[src/rtl/aes_decrypt_sequencer.sv]
// Control sequencer for the AES-128 inverse-cipher datapath: turns the START level
// into the key-expansion / load / inverse-round schedule and reports DONE.
module aes_decrypt_sequencer #(
  parameter int unsigned KEYEXP_CYCLES = 10,
  parameter int unsigned NUM_ROUNDS    = 10
) (
  input  logic       CLK,
  input  logic       RESET_N,
  input  logic       AES_START,
  output logic       AES_DONE,
  output logic       BUSY,
  output logic       KEYEXP_EN,
  output logic       STATE_LD,
  output logic [2:0] OP_SEL,
  output logic [3:0] ROUND_IDX,
  output logic [1:0] COL_IDX
);

  localparam logic [7:0] KEYEXP_LAST = 8'(KEYEXP_CYCLES - 1);
  localparam logic [3:0] ROUND_INIT  = 4'(NUM_ROUNDS - 1);
  localparam logic [3:0] ROUND_TOP   = 4'(NUM_ROUNDS);

  typedef enum logic [3:0] {
    IDLE, KEY_EXP, LOAD, ARK_INIT, ISR, ISB, ARK, IMC, DONE
  } state_t;

  typedef enum logic [2:0] {
    OP_NONE, OP_LOAD_MSG, OP_ADD_ROUND_KEY, OP_INV_SHIFT_ROWS,
    OP_INV_SUB_BYTES, OP_INV_MIX_COL
  } op_t;

  state_t     state, state_n;
  logic [3:0] round, round_n;
  logic [1:0] col, col_n;
  logic [7:0] kcnt, kcnt_n;
  op_t        op;
  logic       busy;

  always_ff @(posedge CLK or negedge RESET_N) begin
    if (!RESET_N) begin
      state <= IDLE;
      round <= ROUND_INIT;
      col   <= '0;
      kcnt  <= '0;
    end else begin
      state <= state_n;
      round <= round_n;
      col   <= col_n;
      kcnt  <= kcnt_n;
    end
  end

  always_comb begin
    state_n   = state;
    round_n   = round;
    col_n     = col;
    kcnt_n    = kcnt;
    op        = OP_NONE;
    AES_DONE  = 1'b0;
    KEYEXP_EN = 1'b0;
    STATE_LD  = 1'b0;
    ROUND_IDX = '0;
    COL_IDX   = '0;
    busy      = (state != IDLE) && (state != DONE);

    case (state)
      IDLE: begin
        if (AES_START) begin
          state_n = KEY_EXP;
          kcnt_n  = '0;
        end
      end
      KEY_EXP: begin
        KEYEXP_EN = 1'b1;
        if (kcnt == KEYEXP_LAST) state_n = LOAD;
        else                     kcnt_n  = kcnt + 8'd1;
      end
      LOAD: begin
        op       = OP_LOAD_MSG;
        STATE_LD = 1'b1;
        state_n  = ARK_INIT;
      end
      ARK_INIT: begin
        op        = OP_ADD_ROUND_KEY;
        ROUND_IDX = ROUND_TOP;
        STATE_LD  = 1'b1;
        round_n   = ROUND_INIT;
        state_n   = ISR;
      end
      ISR: begin
        op       = OP_INV_SHIFT_ROWS;
        STATE_LD = 1'b1;
        state_n  = ISB;
      end
      ISB: begin
        op       = OP_INV_SUB_BYTES;
        STATE_LD = 1'b1;
        state_n  = ARK;
      end
      ARK: begin
        op        = OP_ADD_ROUND_KEY;
        ROUND_IDX = round;
        STATE_LD  = 1'b1;
        if (round != '0) begin
          state_n = IMC;
          col_n   = '0;
        end else begin
          state_n = DONE;
        end
      end
      IMC: begin
        // One column per cycle through the shared InvMixColumns unit.
        op       = OP_INV_MIX_COL;
        COL_IDX  = col;
        STATE_LD = 1'b1;
        if (col == 2'd3) begin
          round_n = round - 4'd1;
          col_n   = '0;
          state_n = ISR;
        end else begin
          col_n = col + 2'd1;
        end
      end
      DONE: begin
        AES_DONE = 1'b1;
        if (!AES_START) begin
          state_n = IDLE;
          round_n = ROUND_INIT;
          col_n   = '0;
          kcnt_n  = '0;
        end
      end
      default: state_n = IDLE;
    endcase

    // Dropping START mid-schedule abandons the run and restores reset counters.
    if (busy && !AES_START) begin
      state_n = IDLE;
      round_n = ROUND_INIT;
      col_n   = '0;
      kcnt_n  = '0;
    end
  end

  assign BUSY   = busy;
  assign OP_SEL = op;

endmodule
[config.mk]
export PLATFORM = sky130hd
export DESIGN_NAME = aes_decrypt_sequencer
export DESIGN_NICKNAME = d
export VERILOG_FILES = /design/src/rtl/aes_decrypt_sequencer.sv
export SDC_FILE = /design/constraint.sdc
export NUM_CORES = 1
export LEC_CHECK = 0
export CORE_MARGIN = 2
export CORE_UTILIZATION = 35
export CTS_CLUSTER_SIZE = 25
export DETAILED_ROUTE_END_ITERATION = 16
export PLACE_DENSITY = 0.55
export SYNTH_ARGS = -nofsm -noshare
export SYNTH_HDL_FRONTEND = slang
export SYNTH_SLANG_ARGS = --single-unit
[constraint.sdc]
create_clock -name CLK -period 2.1 [get_ports CLK]
set_clock_uncertainty 0.2 [all_clocks]
set_input_delay 0.315 -clock CLK [delete_from_list [all_inputs] [get_ports CLK]]
set_output_delay 0.315 -clock CLK [all_outputs]
set_load 0.01 [all_outputs]
==> results.cfg <==
[place]
gp_congestion = 0.7390
io_buffers = 15
post-place-cells = 204
place_area_um2 = 1495
dp.final_hpwl_um = 2098
place_ws_ns = -0.01637

[logic_synthesis]
synthesis.area_um2 = 1251
syn_avg_cell_area_um2 = 9.001
syn_inst = 139
synth_warnings = 0
synth_common_cells = 16 x dfrtp_1, 12 x nand2_1, 10 x nor2_1, 8 x inv_1
ys.flop_type = dfrtp_1
ys_seq_elements = 18
async_flop_share_pct = 100.0
synth_area_leaders = dfrtp_1 32%, ha_1 5.0%, dfstp_2 4.2%
synth_nets = 147
yosysUniqueCellTypes = 47
yosysMostFrequentCell = dfrtp_1
yosys.area.top_type_share_pct = 32.00
yosysSeqAreaShare_pct = 36.20
synth_edf_count = 0
synth_area_leader_cell = dfrtp_1

[pwr]
p_per_area_nw_per_um2 = 727.6
peakVddDrop_mv = 0.3090
p_total_mw = 1.198
power_leakage_nw = 0.7863

[route]
wl_per_cell_um = 13.12
dr.pass1.iters = 4
routed_wl_um = 2953
antenna_left = 0
drt-initial-drc-count = 34
remaining_drc_errors = 0
via_per_inst = 5.147
vias = 1158

[final_layout]
fin_area_um2 = 1647
diodes = 0
num-fill-cells = 336
drive_gt1_share_pct = 32.40
layout.cells.non_filler = 225
syn2layout_area_growth_pct = 31.60
fin_nets = 188
fin_util_pct = 48.58

[critical_path]
rr_endpoint = kcnt[1]
cp.required_ns = 1.58
timing.rr.start = state[1]
worstPathCellList = buf_4 > or3_1 > dlygate4sd2_1
max_stage_delay_ns = 0.45
crit_path_start_kind = flip-flop
cp_max_fo = 4
worstRegToRegCells = 7
r2r_slack_ns = 0.08
slowest_stage = dfrtp_2
end_kind = output pin
critPathKind = reg2out
arrival_ns = 1.51

[cts]
cts_sinks = 18
cts-root-buf = clkbuf_4
cts_buffers = 3
cts_max_path_buffers = 2
tritoncts = done
path_clk_slew_ns = 0.11
htreeDepth = 1
clk_latency_ns = 0.29

[floorplan]
fp.dieW_um = 63.79
num_rows = 21
ios = 16
die_area_um2 = 4069
dieHeight_um = 63.79
start_util_pct = 36.91
coreArea_um2 = 3390

[sta]
tightest_slew_ns = 0.5089
setup_violations = 0
fin_ws_ns = 0.07323
slew_headroom_pct = 65.97
max_freq_mhz = 493.4
period_needed_ns = 2.027
fin_hold_ws_ns = 0.1473
finalHoldViolCount = 0
rsz0062_at_grt = no
finalCritPeriodShare_pct = 96.51
final-max-slew-violation-count = 0
fin_setup_tns_ns = 0

[grt]
gr-total-overflow = 0
grt_use_total_pct = 15.51
grt_pass1_wl_um = 5085
grt_max_degree = 12
grt_pass1_vias = 1151
grt_antenna_before_repair = 0

[flow_run]
maxCapViolCount = 0

[status]
status = completed

[worst_hold_path]
hold_class = in2async
==> area by class of cell <==
class / count / area [µm²] / area share (%)
well taps: 46 / 57.56 / 3.495
inverters: 8 / 30.03 / 1.824
repair buffers: 43 / 332.8 / 20.21
flip-flops and latches: 18 / 457.9 / 27.81
clock buffers: 4 / 36.28 / 2.204
multi-input cells: 106 / 732.0 / 44.45
==> state kept, by name, indices dropped and copies added, names as in the netlist <==
signal / count
kcnt: 8
state: 4
round: 4
col: 2
==> how the worst max path moves through the flow <==
stage | from | endpoint | slack, ns | depth (start not counted)
2_1_floorplan | state[1] | OP_SEL[0] | 0.29 | 4
3_3_place_gp | state[2] | ROUND_IDX[3] | 0.01 | 4
3_5_place_dp | state[2] | ROUND_IDX[3] | -0.02 | 4
4_1_cts | state[0] | ROUND_IDX[3] | -0.14 | 4
5_1_grt | state[1] | OP_SEL[0] | 0.009 | 6
6_report | state[2] | BUSY | 0.07 | 3
==> placed cells by master, fill, tap and decap left out, types with 4 or more instances in the layout <==
cell           count
inv_1              8
nor2_1             9
nand2_1           12
nand3_1            5
and2_1             5
dfrtp_2            4
a21oi_1            6
ha_1               5
dfrtp_1           12
buf_4             27
nand2b_1           6
and3_1             4
dlygate4sd2_1      4
a31oi_1            6
==> where the power goes <==
part	internal (mW)	switching (mW)	leakage, nW	total, mW
combinational	0.301	0.263	0.530	0.564
sequential	0.379	0.0400	0.235	0.419
clock	0.106	0.109	0.0210	0.215
total	0.786	0.412	0.786	1.20
==> cell families (layout without fill, tap and decap cells) <==
| group | after synthesis | after routing | share of synthesized area (%) |
|---|---|---|---|
| AOI/OAI and AO/OA | 29 | 29 | 16.40 |
| xor gates and xnor gates | 1 | 1 | 0.7001 |
| adders and majority gates | 5 | 5 | 5.000 |
| buffers and inverters | 15 | 55 | 6.100 |
| DFF | 18 | 18 | 36.20 |
| muxes | 5 | 5 | 4.500 |
| and+or+nand+nor | 66 | 66 | 31.10 |
==> critical path: cells and delay by family, from the launching register on <==
family	cells	cell delay, ns
flops	1	0.45
buf+inv	2	0.45
simple gates	1	0.33
==> what timing repair did <==
action,in CTS,in global routing
endpoints found under the setup margin,13,8
cloned,0,0
hold endpoints to repair,0,0
hold buffers,0,0
buffers inserted,15,2
resized for setup,22,14
pin swaps,0,1
==> layer usage <==
layer,global-route usage (%),share of wire [%],vias up
met5,0,0,-
met4,4.891,1.2,0
met3,1.585,2.4,4
met2,27.86,50,15
met1,19.37,47,561
li1,-,-,578
(Power assumes the default switching activity.)
